===== config.mk =====
export PLATFORM = sky130hd
export DESIGN_NAME = sr_ff_cmd_ctrl_flat
export DESIGN_NICKNAME = d
export VERILOG_FILES = /design/src/rtl/sr_ff_cmd_ctrl_if.sv /design/src/rtl/sr_ff_cmd_ctrl.sv /design/src/flat_wrapper.sv
export SDC_FILE = /design/constraint.sdc
export NUM_CORES = 1
export LEC_CHECK = 0
export BUFFER_PORTS_ARGS = -buffer_cell sky130_fd_sc_hd__buf_2
export CAP_MARGIN = 25
export CORE_MARGIN = 10
export CORE_UTILIZATION = 56
export CTS_BUF_LIST = sky130_fd_sc_hd__clkbuf_8 sky130_fd_sc_hd__clkbuf_16
export DETAILED_ROUTE_END_ITERATION = 7
export GPL_TIMING_DRIVEN = 1
export PLACE_DENSITY = 0.78
export SLEW_MARGIN = 0
export SYNTH_ARGS = -nofsm -noshare
export SYNTH_HDL_FRONTEND = slang
export SYNTH_SLANG_ARGS = --single-unit

===== constraint.sdc =====
create_clock -name clk -period 2.8 [get_ports clk]
set_clock_uncertainty 0.2 [all_clocks]
set_input_delay 0.28 -clock clk [delete_from_list [all_inputs] [get_ports clk]]
set_output_delay 0.28 -clock clk [all_outputs]
set_load 0.05 [all_outputs]

===== src/rtl/sr_ff_cmd_ctrl_if.sv =====
// Command handshake and completion status between a master and
// the sr_ff command controller.
interface sr_ff_cmd_ctrl_if;
    logic       cmd_valid;
    logic [1:0] cmd_op;
    logic       cmd_ready;
    logic       done;
    logic       err;
    logic [7:0] err_cnt;

    modport master (
        output cmd_valid,
        output cmd_op,
        input  cmd_ready,
        input  done,
        input  err,
        input  err_cnt
    );

    modport slave (
        input  cmd_valid,
        input  cmd_op,
        output cmd_ready,
        output done,
        output err,
        output err_cnt
    );
endinterface


===== src/rtl/sr_ff_cmd_ctrl.sv =====
// Turns hold/set/reset/toggle commands into width-controlled s/r pulses
// for an sr_ff, then verifies q and reports done/err.
module sr_ff_cmd_ctrl #(
    parameter int unsigned PULSE_W = 2,
    parameter int unsigned CHECK_W = 4
) (
    input  logic            clk,
    input  logic            rst,
    sr_ff_cmd_ctrl_if.slave cmd,
    input  logic            q,
    output logic            s,
    output logic            r
);

    typedef enum logic [1:0] {
        IDLE,
        DRIVE,
        CHECK,
        DONE
    } state_t;

    localparam logic [7:0] PW_LAST = 8'(PULSE_W - 1);
    localparam logic [7:0] CW_LAST = 8'(CHECK_W - 1);

    state_t     state;
    logic       target;
    logic       hold;
    logic [7:0] cnt;
    logic       done_q;
    logic       err_q;
    logic [7:0] err_cnt_q;
    logic       next_target;

    always_comb begin
        next_target = q;
        unique case (cmd.cmd_op)
            2'b01:   next_target = 1'b1;
            2'b10:   next_target = 1'b0;
            2'b11:   next_target = ~q;
            default: next_target = q;
        endcase
    end

    // A hold spends one cycle in CHECK with a forced match so that
    // its completion lands one edge after the accept.
    always_ff @(posedge clk) begin
        if (rst) begin
            state     <= IDLE;
            s         <= 1'b0;
            r         <= 1'b0;
            done_q    <= 1'b0;
            err_q     <= 1'b0;
            err_cnt_q <= 8'd0;
            target    <= 1'b0;
            hold      <= 1'b0;
            cnt       <= 8'd0;
        end else begin
            done_q <= 1'b0;
            err_q  <= 1'b0;
            unique case (state)
                IDLE: begin
                    if (cmd.cmd_valid) begin
                        cnt    <= 8'd0;
                        target <= next_target;
                        hold   <= (cmd.cmd_op == 2'b00);
                        if (cmd.cmd_op == 2'b00) begin
                            state <= CHECK;
                        end else begin
                            state <= DRIVE;
                            s     <= next_target;
                            r     <= ~next_target;
                        end
                    end
                end
                DRIVE: begin
                    if (cnt == PW_LAST) begin
                        state <= CHECK;
                        s     <= 1'b0;
                        r     <= 1'b0;
                        cnt   <= 8'd0;
                    end else begin
                        cnt <= cnt + 8'd1;
                    end
                end
                CHECK: begin
                    if (hold || (q == target)) begin
                        state  <= DONE;
                        done_q <= 1'b1;
                    end else if (cnt == CW_LAST) begin
                        state  <= DONE;
                        done_q <= 1'b1;
                        err_q  <= 1'b1;
                        if (err_cnt_q != 8'hFF) begin
                            err_cnt_q <= err_cnt_q + 8'd1;
                        end
                    end else begin
                        cnt <= cnt + 8'd1;
                    end
                end
                DONE: begin
                    state <= IDLE;
                end
                default: begin
                    state <= IDLE;
                    s     <= 1'b0;
                    r     <= 1'b0;
                end
            endcase
        end
    end

    assign cmd.cmd_ready = (state == IDLE) & ~rst;
    assign cmd.done      = done_q;
    assign cmd.err       = err_q;
    assign cmd.err_cnt   = err_cnt_q;

endmodule


===== src/flat_wrapper.sv =====
// flat-port wrapper written by rule: the top's interface ports become plain ports
module sr_ff_cmd_ctrl_flat 
#(
    parameter int unsigned PULSE_W = 2,
    parameter int unsigned CHECK_W = 4
)
  (clk, rst, q, s, r, cmd_cmd_valid, cmd_cmd_op, cmd_cmd_ready, cmd_done, cmd_err, cmd_err_cnt);
  sr_ff_cmd_ctrl_if cmd_i ();
  input  logic clk;
  input  logic rst;
  input  logic q;
  output logic s;
  output logic r;
  input wire logic [$bits(cmd_i.cmd_valid)-1:0] cmd_cmd_valid;
  input wire logic [$bits(cmd_i.cmd_op)-1:0] cmd_cmd_op;
  output wire logic [$bits(cmd_i.cmd_ready)-1:0] cmd_cmd_ready;
  output wire logic [$bits(cmd_i.done)-1:0] cmd_done;
  output wire logic [$bits(cmd_i.err)-1:0] cmd_err;
  output wire logic [$bits(cmd_i.err_cnt)-1:0] cmd_err_cnt;
  assign cmd_i.cmd_valid = cmd_cmd_valid;
  assign cmd_i.cmd_op = cmd_cmd_op;
  assign cmd_cmd_ready = cmd_i.cmd_ready;
  assign cmd_done = cmd_i.done;
  assign cmd_err = cmd_i.err;
  assign cmd_err_cnt = cmd_i.err_cnt;
  sr_ff_cmd_ctrl #(.PULSE_W(PULSE_W), .CHECK_W(CHECK_W)) u_core (.clk(clk), .rst(rst), .cmd(cmd_i), .q(q), .s(s), .r(r));
endmodule

==> reports/results.txt, run 1 <==
arrival time reported for the critical path endpoint: 2.34 ns
DRC errors left: 0
routed via count divided by cell count: 6.39
final instance area: 1590 µm²
DR pass1 iterations: 4
number of H-tree branching levels: 1
most frequent cells in the layout: 24 x sky130_fd_sc_hd__dfxtp_1, 18 x sky130_fd_sc_hd__buf_2, 15 x sky130_fd_sc_hd__a21oi_1
minimum period implied by the final worst setup slack: 2.35 ns
clk buf depth: 2
total routing resource utilization after global routing: 12.2%
kind of launch point of the worst setup path: register
Largest stage delay, worst path: 0.56 ns
Seq/Total Area, Yosys: 33.4%
max capacitance violation total: 0
synthesized flop and latch total: 24
chip height: 70.7 µm
min-delay worst type: in2reg
fin nets: 193
combined area of the multi-input logic cells: 882 µm²
worst hold path cell count: 2
Synthesis Warnings: 0
clock buffer count from CTS: 3
Sequential Power Share: 35.0%
x dimension of the die: 70.7 µm
Max FO, Critical Path: 14
slowest library cell on the worst path: sky130_fd_sc_hd__or4_1
asr flop ratio synth: 0%
placed inst area: 1540 µm²
CTS tree: built
post-synthesis area per instance: 8.72 µm²
vias in the first global route: 1,188
final hold vios: 0
result of the run: finished clean
proportion of power drawn by the clock network: 20.4%
CTS Sinks: 24
number of flops mapped to enable cells by yosys: 0
Buffers on Ports: 18
internal power: 686 µW
pin slew with the least headroom to its limit: 0.607 ns
top achievable clock speed: 0.425 GHz
worst path cell trace: ha_1, nor3b_2, nand4_4, or4_1, a21oi_1
Antenna Cells: 0
commonest non-fill, non-tap cell in the layout: sky130_fd_sc_hd__dfxtp_1
synthesized netlist net count: 177
Worst Hold Path EP: u_core.target$_SDFFE_PP0P_
Post-CTS Hold Buffers: 0
classification of the worst setup path: reg2reg
register area: 480 µm²
Routed Wire Length: 3220 µm
combined area of all synthesized cells: 1440 µm²
count of instances resized after the clock tree is built: 0
iteration-0 DRC count of the detailed router: 124
startpoint of the worst register-to-register path: u_core.cnt[0]$_SDFFE_PP0P_
static leakage power: 0.000574 µW
period utilisation layout: 84.1%
initial antenna violation count: 0
Die Area: 5000 µm²
Routability Congestion: 0.895
internal reg-to-reg setup slack: 0.45 ns
clock edge transition at the registers on the reported setup and hold paths: 0.08 ns
final setup violation count: 0
Initial Utilization: 58.6%
switching part of the total: 38.4%
filler instances: 227
required time of the critical path: 2.78 ns
instance count of the mapped netlist: 165
count of distinct cell types in the synthesized netlist: 47
wire length of the first global-routing pass: 5360 µm
Root Buffer Master: sky130_fd_sc_hd__clkbuf_8
critical path endpoint category: register
average wire per standard cell: 15.4 µm
row count: 18
reported net switching power: 427 µW
dominant synthesized flop cell: sky130_fd_sc_hd__dfxtp_1
placed wire-length estimate after detailed placement: 2430 µm
tightest slew margin relative to the limit: 59.3%
cell type with the highest aggregate area in the netlist: sky130_fd_sc_hd__dfxtp_1
RSZ-0062 raised after global routing: no
share of layout cells above drive strength 1: 20.0%
Fin Setup TNS: 0 ns
post-route total power: 1110 µW
DR vias: 1,341
top-level I/O count: 19
total global routing overflow: 0
core area: 2450 µm²
Setup Fix Bufs, Post-CTS: 0
cell types occupying the most area after synthesis: sky130_fd_sc_hd__dfxtp_1 33%, sky130_fd_sc_hd__a21oi_1 5.2%, sky130_fd_sc_hd__ha_1 5.2%
Antenna Nets Post-Route: 0
clock latency of the later-clocked register in the worst-skew pair: 0.26 ns
endpoint of the worst register-to-register path: u_core.cmd.err_cnt[4]$_SDFFE_PP0P_
proportion of netlist area held by the largest area contributor: 33.4%
largest net degree at the start of global routing: 27
synthesis-to-finish area growth: 10.5%
Reg2Reg Depth: 5
number of max-slew violations in the final report: 0
power density over the cells: 700 nW/µm²
power share of the combinational group: 44.7%
worst supply voltage drop on vdd: 569 µV
launch instance of the worst min-delay path: cmd_cmd_valid
## worst max-delay path by stage
stage | start | end | slack, ns | depth (start not counted)
after floorplan | u_core.cnt[0]$_SDFFE_PP0P_ | u_core.cmd.err_cnt[2]$_SDFFE_PP0P_ | 0.74 | 6
after global placement | u_core.state[0]$_SDFFE_PP0P_ | u_core.cnt[4]$_SDFFE_PP0P_ | 0.64 | 6
after detailed placement | u_core.cnt[0]$_SDFFE_PP0P_ | u_core.cmd.err_cnt[4]$_SDFFE_PP0P_ | 0.48 | 5
after CTS | u_core.cnt[0]$_SDFFE_PP0P_ | u_core.cmd.err_cnt[4]$_SDFFE_PP0P_ | 0.47 | 5
after global routing | u_core.cnt[0]$_SDFFE_PP0P_ | u_core.cmd.err_cnt[4]$_SDFFE_PP0P_ | 0.33 | 5
final | u_core.cnt[0]$_SDFFE_PP0P_ | u_core.cmd.err_cnt[4]$_SDFFE_PP0P_ | 0.45 | 5
## worst max-delay path, delay by kind of cell, from the launching register on
family | cells | cell delay (ns)
adders and majority gates | 1 | 0.24
and+or+nand+nor | 3 | 1.25
DFF | 1 | 0.41
AOI/OAI and AO/OA | 1 | 0.17
## synthesized netlist by cell type, types with 2 or more instances
cell type / instances
sky130_fd_sc_hd__o41ai_1: 2
sky130_fd_sc_hd__o221ai_1: 2
sky130_fd_sc_hd__a211o_1: 2
sky130_fd_sc_hd__o31ai_1: 4
sky130_fd_sc_hd__o2111ai_1: 2
sky130_fd_sc_hd__mux2i_1: 2
sky130_fd_sc_hd__a311oi_1: 2
sky130_fd_sc_hd__o211ai_1: 2
sky130_fd_sc_hd__clkbuf_1: 6
sky130_fd_sc_hd__nand3_1: 8
sky130_fd_sc_hd__nor3_1: 7
sky130_fd_sc_hd__and3_2: 2
sky130_fd_sc_hd__a31oi_1: 3
sky130_fd_sc_hd__dfxtp_1: 24
sky130_fd_sc_hd__or4_1: 6
sky130_fd_sc_hd__a32o_1: 4
sky130_fd_sc_hd__nor2b_1: 3
sky130_fd_sc_hd__or3_1: 3
sky130_fd_sc_hd__o21ai_0: 8
sky130_fd_sc_hd__ha_1: 6
sky130_fd_sc_hd__inv_1: 10
sky130_fd_sc_hd__nand2b_1: 3
sky130_fd_sc_hd__nor2_1: 6
sky130_fd_sc_hd__a21oi_1: 15
sky130_fd_sc_hd__or3b_2: 2
sky130_fd_sc_hd__a211oi_1: 2
sky130_fd_sc_hd__nand4_1: 3
sky130_fd_sc_hd__nor3b_1: 3
sky130_fd_sc_hd__nand2_1: 5
## cell families (layout without fill, tap and decap cells)
kind of cell	Yosys count	after routing	synth area share (%)
AOI/OAI and AO/OA	55	55	26.8
xor gates and xnor gates	2	2	1.22
adders and majority gates	6	6	5.22
buffers and inverters	18	33	5.30
DFF	24	24	33.4
muxes	3	3	2.17
and+or+nand+nor	57	57	25.9
## flip-flops by register name, indices dropped and copies added, names as in the netlist
register            cells
u_core.cmd.done         1
u_core.cmd.err          1
u_core.cmd.err_cnt      8
u_core.cnt              8
u_core.hold             1
u_core.r                1
u_core.s                1
u_core.state            2
u_core.target           1
## metal layers
metal / vias to the layer above / wire length [µm] / GRT usage (%) / share of wire (%)
li1: 674 / - / - / -
met1: 619 / 1400 / 14.9 / 43
met2: 44 / 1570 / 20.8 / 49
met3: 4 / 221 / 3.07 / 6.9
met4: 0 / 31 / 3.23 / 0.96
met5: - / 0 / 0 / 0
## area by class of cell
type                            instances  share of cell area (%)
Multi-Input combinational cell        123                    55.5
Sequential cell                        24                    30.2
Timing Repair Buffer                   19                    6.14
Clock buffer                            4                    3.46
Inverter                               10                    2.36
Tap cell                               30                    2.36
## per-stage QoR
step	hold WS (ns)	util [%]	std cells	worst slack (ns)
floorplan	0.196	-	165	0.739
global placement	0.257	62.5	206	0.639
detailed placement	0.270	62.5	206	0.485
CTS	0.0790	64.8	210	0.474
global route	0.114	64.8	210	0.330
finish	0.0881	64.8	210	0.446
## power by group through the flow
stage               registers, µW  logic [µW]  clock network (µW)
floorplan                     422         362                   0
global placement              395         475                   0
detailed placement            397         485                   0
CTS                           389         490                 234
global route                  394         540                 251
finish                        389         498                 227
Power figures use the tool's default switching activity.
==> run 2, diff against run 1 <==
Clock period 2.8 ns to 2.3 ns, I/O delays scaled along.
==> run 2 against run 1 <==
Maximum frequency is 7.1% higher. Highest routed layer unchanged. Combinational power rose by 43%. Register-to-register slack lost 0.34 ns. Via count grew 4.9%. Final cell count is 2.9% higher. Design area increased by 3.2%. Die area unchanged. Setup slack lost 0.34 ns.
==> reports/results.txt, run 2 (same netlist as run 1, synthesis figures left out) <==
Buffers on Ports: 18 (unchanged)
final hold vios: 0 (unchanged)
clock edge transition at the registers on the reported setup and hold paths: 0.08 ns (about the same)
arrival time reported for the critical path endpoint: 2.16 ns (was 2.34 ns)
DR vias: 1,407 (was 1,341)
Antenna Cells: 0 (unchanged)
Root Buffer Master: sky130_fd_sc_hd__clkbuf_8 (unchanged)
Routability Congestion: 0.821 (was 0.895)
kind of launch point of the worst setup path: register (unchanged)
fin nets: 200 (was 193)
top-level I/O count: 19 (unchanged)
initial antenna violation count: 0 (unchanged)
number of max-slew violations in the final report: 0 (unchanged)
min-delay worst type: in2reg (unchanged)
minimum period implied by the final worst setup slack: 2.20 ns (was 2.35 ns)
Fin Setup TNS: 0 ns (unchanged)
commonest non-fill, non-tap cell in the layout: sky130_fd_sc_hd__dfxtp_1 (unchanged)
Antenna Nets Post-Route: 0 (unchanged)
worst slack, placed: 0.0731 ns (was 0.485 ns)
routed via count divided by cell count: 6.51 (was 6.39)
synthesis-to-finish area growth: 14.1% (was 10.5%)
final instance area: 1640 µm² (was 1590 µm²)
Max FO, Critical Path: 8 (was 14)
total routing resource utilization after global routing: 13.4% (was 12.2%)
power density over the cells: 870 nW/µm² (was 700 nW/µm²)
Die Area: 5000 µm² (unchanged)
most frequent cells in the layout: 24 x sky130_fd_sc_hd__dfxtp_1, 18 x sky130_fd_sc_hd__buf_2, 15 x sky130_fd_sc_hd__a21oi_1 (unchanged)
period utilisation layout: 95.6% (was 84.1%)
worst supply voltage drop on vdd: 643 µV (was 569 µV)
static leakage power: 0.000601 µW (was 0.000574 µW)
required time of the critical path: 2.26 ns (was 2.78 ns)
max capacitance violation total: 0 (unchanged)
classification of the worst setup path: reg2reg (unchanged)
chip height: 70.7 µm (unchanged)
pin slew with the least headroom to its limit: 0.588 ns (was 0.607 ns)
number of H-tree branching levels: 1 (unchanged)
tightest slew margin relative to the limit: 60.7% (was 59.3%)
CTS Sinks: 24 (unchanged)
iteration-0 DRC count of the detailed router: 132 (was 124)
top achievable clock speed: 0.455 GHz (was 0.425 GHz)
CTS tree: built (unchanged)
share of layout cells above drive strength 1: 23.1% (was 20.0%)
critical path endpoint category: register (unchanged)
clock buffer count from CTS: 3 (unchanged)
row count: 18 (unchanged)
final core utilization: 66.9% (was 64.8%)
final setup violation count: 0 (unchanged)
placed wire-length estimate after detailed placement: 2470 µm (was 2430 µm)
average wire per standard cell: 16.2 µm (was 15.4 µm)
core area: 2450 µm² (unchanged)
wire length of the first global-routing pass: 5830 µm (was 5360 µm)
Routed Wire Length: 3490 µm (was 3220 µm)
DRC errors left: 0 (unchanged)
Initial Utilization: 58.6% (unchanged)
total global routing overflow: 0 (unchanged)
clock latency of the later-clocked register in the worst-skew pair: 0.26 ns (about the same)
least setup slack across all paths after layout: 0.101 ns (was 0.446 ns)
vias in the first global route: 1,379 (was 1,188)
RSZ-0062 raised after global routing: yes (was no)
clk buf depth: 2 (unchanged)
largest net degree at the start of global routing: 27 (unchanged)
placed inst area: 1570 µm² (was 1540 µm²)
x dimension of the die: 70.7 µm (unchanged)
result of the run: finished clean (unchanged)
DR pass1 iterations: 5 (was 4)
[run 2: cell count changes in the layout (fill, tap and decap cells not counted)]
cell                       change
sky130_fd_sc_hd__nor3b_2       -1
sky130_fd_sc_hd__mux2_4        +1
sky130_fd_sc_hd__nor2b_1       -1
sky130_fd_sc_hd__clkbuf_8      -1
sky130_fd_sc_hd__buf_4         +7
sky130_fd_sc_hd__mux2_2        -1
sky130_fd_sc_hd__nor2b_2       +1
sky130_fd_sc_hd__nor3b_4       +1
[run 2: worst paths after layout]
kind / start / end / slack [ns] / cells after the start
setup / recovery: u_core.state[0]$_SDFFE_PP0P_ / u_core.cnt[6]$_SDFFE_PP0P_ / 0.10 / 6
hold / removal: cmd_cmd_valid / u_core.target$_SDFFE_PP0P_ / 0.07 / 2
setup reg to reg: u_core.state[0]$_SDFFE_PP0P_ / u_core.cnt[6]$_SDFFE_PP0P_ / 0.10 / 6
hold reg to reg: u_core.r$_SDFFE_PP0P_ / u_core.r$_SDFFE_PP0P_ / 0.27 / 2
[run 2: critical path, cell delays in order, from the launching register on]
cell and delay, ns:
sky130_fd_sc_hd__dfxtp_1 0.36, sky130_fd_sc_hd__inv_1 0.07, sky130_fd_sc_hd__ha_1 0.29, sky130_fd_sc_hd__nor4b_1 0.39, sky130_fd_sc_hd__a21oi_1 0.22, sky130_fd_sc_hd__a211o_1 0.29
sky130_fd_sc_hd__a32o_1 0.26
[run 2: report_power, final]
group	total (µW)	internal (µW)	switching, µW	leakage, µW
Sequential	475	449	25.4	0.000194
Clock	241	117	124	0.0000216
Combinational	713	311	402	0.000385
[run 2: metrics by stage]
| step | std cells | total power (µW) | hold WS, ns |
|---|---|---|---|
| final | 216 | 1430 | 0.0665 |
| after global routing | 216 | 1520 | 0.0704 |
| after CTS | 213 | 1360 | 0.0483 |
| after detailed placement | 210 | 1110 | 0.263 |
| after global placement | 210 | 1090 | 0.256 |
| after floorplan | 165 | 954 | 0.146 |
[run 2: per-layer routing]
| layer | share of wire [%] | vias up | global-route usage, % | wire [µm] |
|---|---|---|---|---|
| li1 | - | 682 | - | - |
| met1 | 43 | 662 | 15.1 | 1490 |
| met2 | 49 | 59 | 23.6 | 1700 |
| met3 | 7.4 | 4 | 2.93 | 258 |
| met4 | 1.1 | 0 | 5.16 | 39 |
| met5 | 0 | - | 0 | 0 |
[run 2: final cells by class]
cell class,count,area (µm²)
multi-input combinational,123,895
fill,208,813
sequential,24,480
timing repair buffer,26,150
clock buffer,3,41.3
inverter,10,37.5
tap,30,37.5
[run 2: timing repair]
item	in CTS	in global routing
buffers inserted	0	3
hold buffers	0	0
resized for setup	0	3
endpoints found under the setup margin	0	10
==> run 3, diff against run 2 <==
Settings changed: CORE_UTILIZATION 56 to 45, PLACE_DENSITY 0.78 to default.
==> run 3 against run 2 <==
Die area rose by 17%. First-iteration DRC count decreased by 38%. Sequential share of layout area barely moved. Register-to-register slack hardly changed. Via count down 4.5%. Clock power up 4%. Non-clock buffer count fell by 2. Critical endpoint is now u_core.cnt[3]$_SDFFE_PP0P_. Largest cell class unchanged. Largest power group unchanged. Highest routed layer unchanged.
==> reports/results.txt, run 3 (same netlist as run 1, synthesis figures left out) <==
result of the run: finished clean (unchanged)
Root Buffer Master: sky130_fd_sc_hd__clkbuf_8 (unchanged)
sum of met3 wire segment lengths after detailed routing: 159 µm (was 258 µm)
hold_ws: 0.0450 ns (was 0.0665 ns)
synthesis-to-finish area growth: 14.3% (was 14.1%)
Routability Congestion: 0.776 (was 0.821)
clock edge transition at the registers on the reported setup and hold paths: 0.08 ns (about the same)
slowest library cell on the worst path: sky130_fd_sc_hd__dfxtp_1 (was sky130_fd_sc_hd__nor4b_1)
count of instances resized after the clock tree is built: 0 (unchanged)
minimum period implied by the final worst setup slack: 2.19 ns (was 2.20 ns)
placed wire-length estimate after detailed placement: 2590 µm (was 2470 µm)
routed via count divided by cell count: 5.89 (was 6.51)
arrival time reported for the critical path endpoint: 2.15 ns (was 2.16 ns)
total global routing overflow: 0 (unchanged)
total routing resource utilization after global routing: 11.5% (was 13.4%)
Buffers on Ports: 18 (unchanged)
Routed Wire Length: 3420 µm (was 3490 µm)
Fin Setup TNS: 0 ns (unchanged)
worst slack, placed: 0.131 ns (was 0.0731 ns)
required time of the critical path: 2.26 ns (about the same)
Worst Hold Path EP: u_core.target$_SDFFE_PP0P_ (unchanged)
iteration-0 DRC count of the detailed router: 82 (was 132)
endpoint of the worst register-to-register path: u_core.cnt[3]$_SDFFE_PP0P_ (was u_core.cnt[6]$_SDFFE_PP0P_)
worst path cell trace: inv_1, ha_1, nor4b_1, a21oi_1, a211o_1, a32o_1 (unchanged)
static leakage power: 0.000597 µW (was 0.000601 µW)
largest net degree at the start of global routing: 16 (was 27)
post-route non-filler standard cell count: 228 (was 216)
Setup Fix Bufs, Post-CTS: 0 (unchanged)
fin nets: 198 (was 200)
Antenna Cells: 0 (unchanged)
critical path endpoint category: register (unchanged)
most frequent cells in the layout: 23 x sky130_fd_sc_hd__dfxtp_1, 18 x sky130_fd_sc_hd__buf_2, 15 x sky130_fd_sc_hd__a21oi_1 (was 24 x sky130_fd_sc_hd__dfxtp_1, 18 x sky130_fd_sc_hd__buf_2, 15 x sky130_fd_sc_hd__a21oi_1)
total instance count after detailed placement: 225 (was 210)
pin slew with the least headroom to its limit: 0.549 ns (was 0.588 ns)
average wire per standard cell: 15.0 µm (was 16.2 µm)
Initial Utilization: 47.1% (was 58.6%)
clk buf depth: 2 (unchanged)
number of H-tree branching levels: 1 (unchanged)
top-level I/O count: 19 (unchanged)
Max FO, Critical Path: 8 (unchanged)
clock buffer count from CTS: 3 (unchanged)
initial antenna violation count: 0 (unchanged)
CTS tree: built (unchanged)
x dimension of the die: 76.5 µm (was 70.7 µm)
launch instance of the worst min-delay path: cmd_cmd_valid (unchanged)
highest signal layer in the routed design: met4 (unchanged)
tightest slew margin relative to the limit: 63.2% (was 60.7%)
clock latency of the later-clocked register in the worst-skew pair: 0.27 ns (was 0.26 ns)
share of layout cells above drive strength 1: 23.4% (was 23.1%)
max capacitance violation total: 0 (unchanged)
crit path launch: u_core.state[0]$_SDFFE_PP0P_ (unchanged)
M1 WL: 1640 µm (was 1490 µm)
met2 wire len: 1580 µm (was 1700 µm)
min-delay worst type: in2reg (unchanged)
number of max-slew violations in the final report: 0 (unchanged)
DRC errors left: 0 (unchanged)
top achievable clock speed: 0.457 GHz (was 0.455 GHz)
Antenna Nets Post-Route: 0 (unchanged)
DR pass1 iterations: 4 (was 5)
power density over the cells: 837 nW/µm² (was 870 nW/µm²)
least setup slack across all paths after layout: 0.110 ns (was 0.101 ns)
worst hold path cell count: 2 (unchanged)
final hold vios: 0 (unchanged)
Post-CTS Hold Buffers: 0 (unchanged)
row count: 20 (was 18)
kind of launch point of the worst setup path: register (unchanged)
commonest non-fill, non-tap cell in the layout: sky130_fd_sc_hd__dfxtp_1 (unchanged)
Die Area: 5860 µm² (was 5000 µm²)
Reg2Reg Depth: 6 (unchanged)
startpoint of the worst register-to-register path: u_core.state[0]$_SDFFE_PP0P_ (unchanged)
DR vias: 1,343 (was 1,407)
chip height: 76.5 µm (was 70.7 µm)
core area: 3050 µm² (was 2450 µm²)
period utilisation layout: 95.2% (was 95.6%)
Largest stage delay, worst path: 0.37 ns (was 0.39 ns)
final setup violation count: 0 (unchanged)
internal reg-to-reg setup slack: 0.11 ns (was 0.10 ns)
CTS Sinks: 24 (unchanged)
classification of the worst setup path: reg2reg (unchanged)
vias in the first global route: 1,214 (was 1,379)
wire length of the first global-routing pass: 5740 µm (was 5830 µm)
worst supply voltage drop on vdd: 727 µV (was 643 µV)
-- run 3: cell count changes in the layout (fill, tap and decap cells not counted), sizes merged --
cell  before  now
buf       26   24
-- run 3: final cells by class --
| type | count | area, µm² |
|---|---|---|
| Fill cell | 310 | 1410 |
| Tap cell | 44 | 55.1 |
| Inverter | 10 | 37.5 |
| Clock buffer | 3 | 41.3 |
| Multi-Input combinational cell | 123 | 893 |
| Sequential cell | 24 | 482 |
| Timing Repair Buffer | 24 | 135 |
-- run 3: metrics by stage --
stage | util (%) | power (µW) | cell area, µm²
final | 53.9 | 1380 | 1640
after global routing | 53.9 | 1470 | 1640
after CTS | 53.4 | 1370 | 1630
after detailed placement | 52.1 | 1110 | 1590
after global placement | 52.1 | 1100 | 1590
after floorplan | - | 954 | 1440
-- run 3: metal layers --
| layer | vias up | track usage (%) |
|---|---|---|
| met4 | 0 | 4.09 |
| met2 | 34 | 17.5 |
| met1 | 619 | 15.2 |
| met3 | 4 | 2.71 |
| met5 | - | 0 |
| li1 | 686 | - |
-- run 3: worst max-delay path by stage --
stage	cells past startpoint	to
detailed placement	6	u_core.cnt[3]$_SDFFE_PP0P_
CTS	6	u_core.cnt[3]$_SDFFE_PP0P_
global route	6	u_core.cmd.err_cnt[3]$_SDFFE_PP0P_
finish	6	u_core.cnt[3]$_SDFFE_PP0P_
floorplan	6	u_core.cmd.err_cnt[2]$_SDFFE_PP0P_
global placement	6	u_core.cnt[3]$_SDFFE_PP0P_
-- run 3: where the power goes --
group          internal, µW  switching [µW]
clock network           117             134
logic                   263             385
registers               450            26.4
-- run 3: worst max-delay path, delay by kind of cell, from the launching register on --
| kind | cells | cell delay (ns) |
|---|---|---|
| buffers and inverters | 1 | 0.08 |
| flip-flops | 1 | 0.37 |
| AND/OR/NAND/NOR | 1 | 0.35 |
| AO/OA/AOI/OAI | 3 | 0.79 |
| adder cells (fa/ha/maj) | 1 | 0.29 |
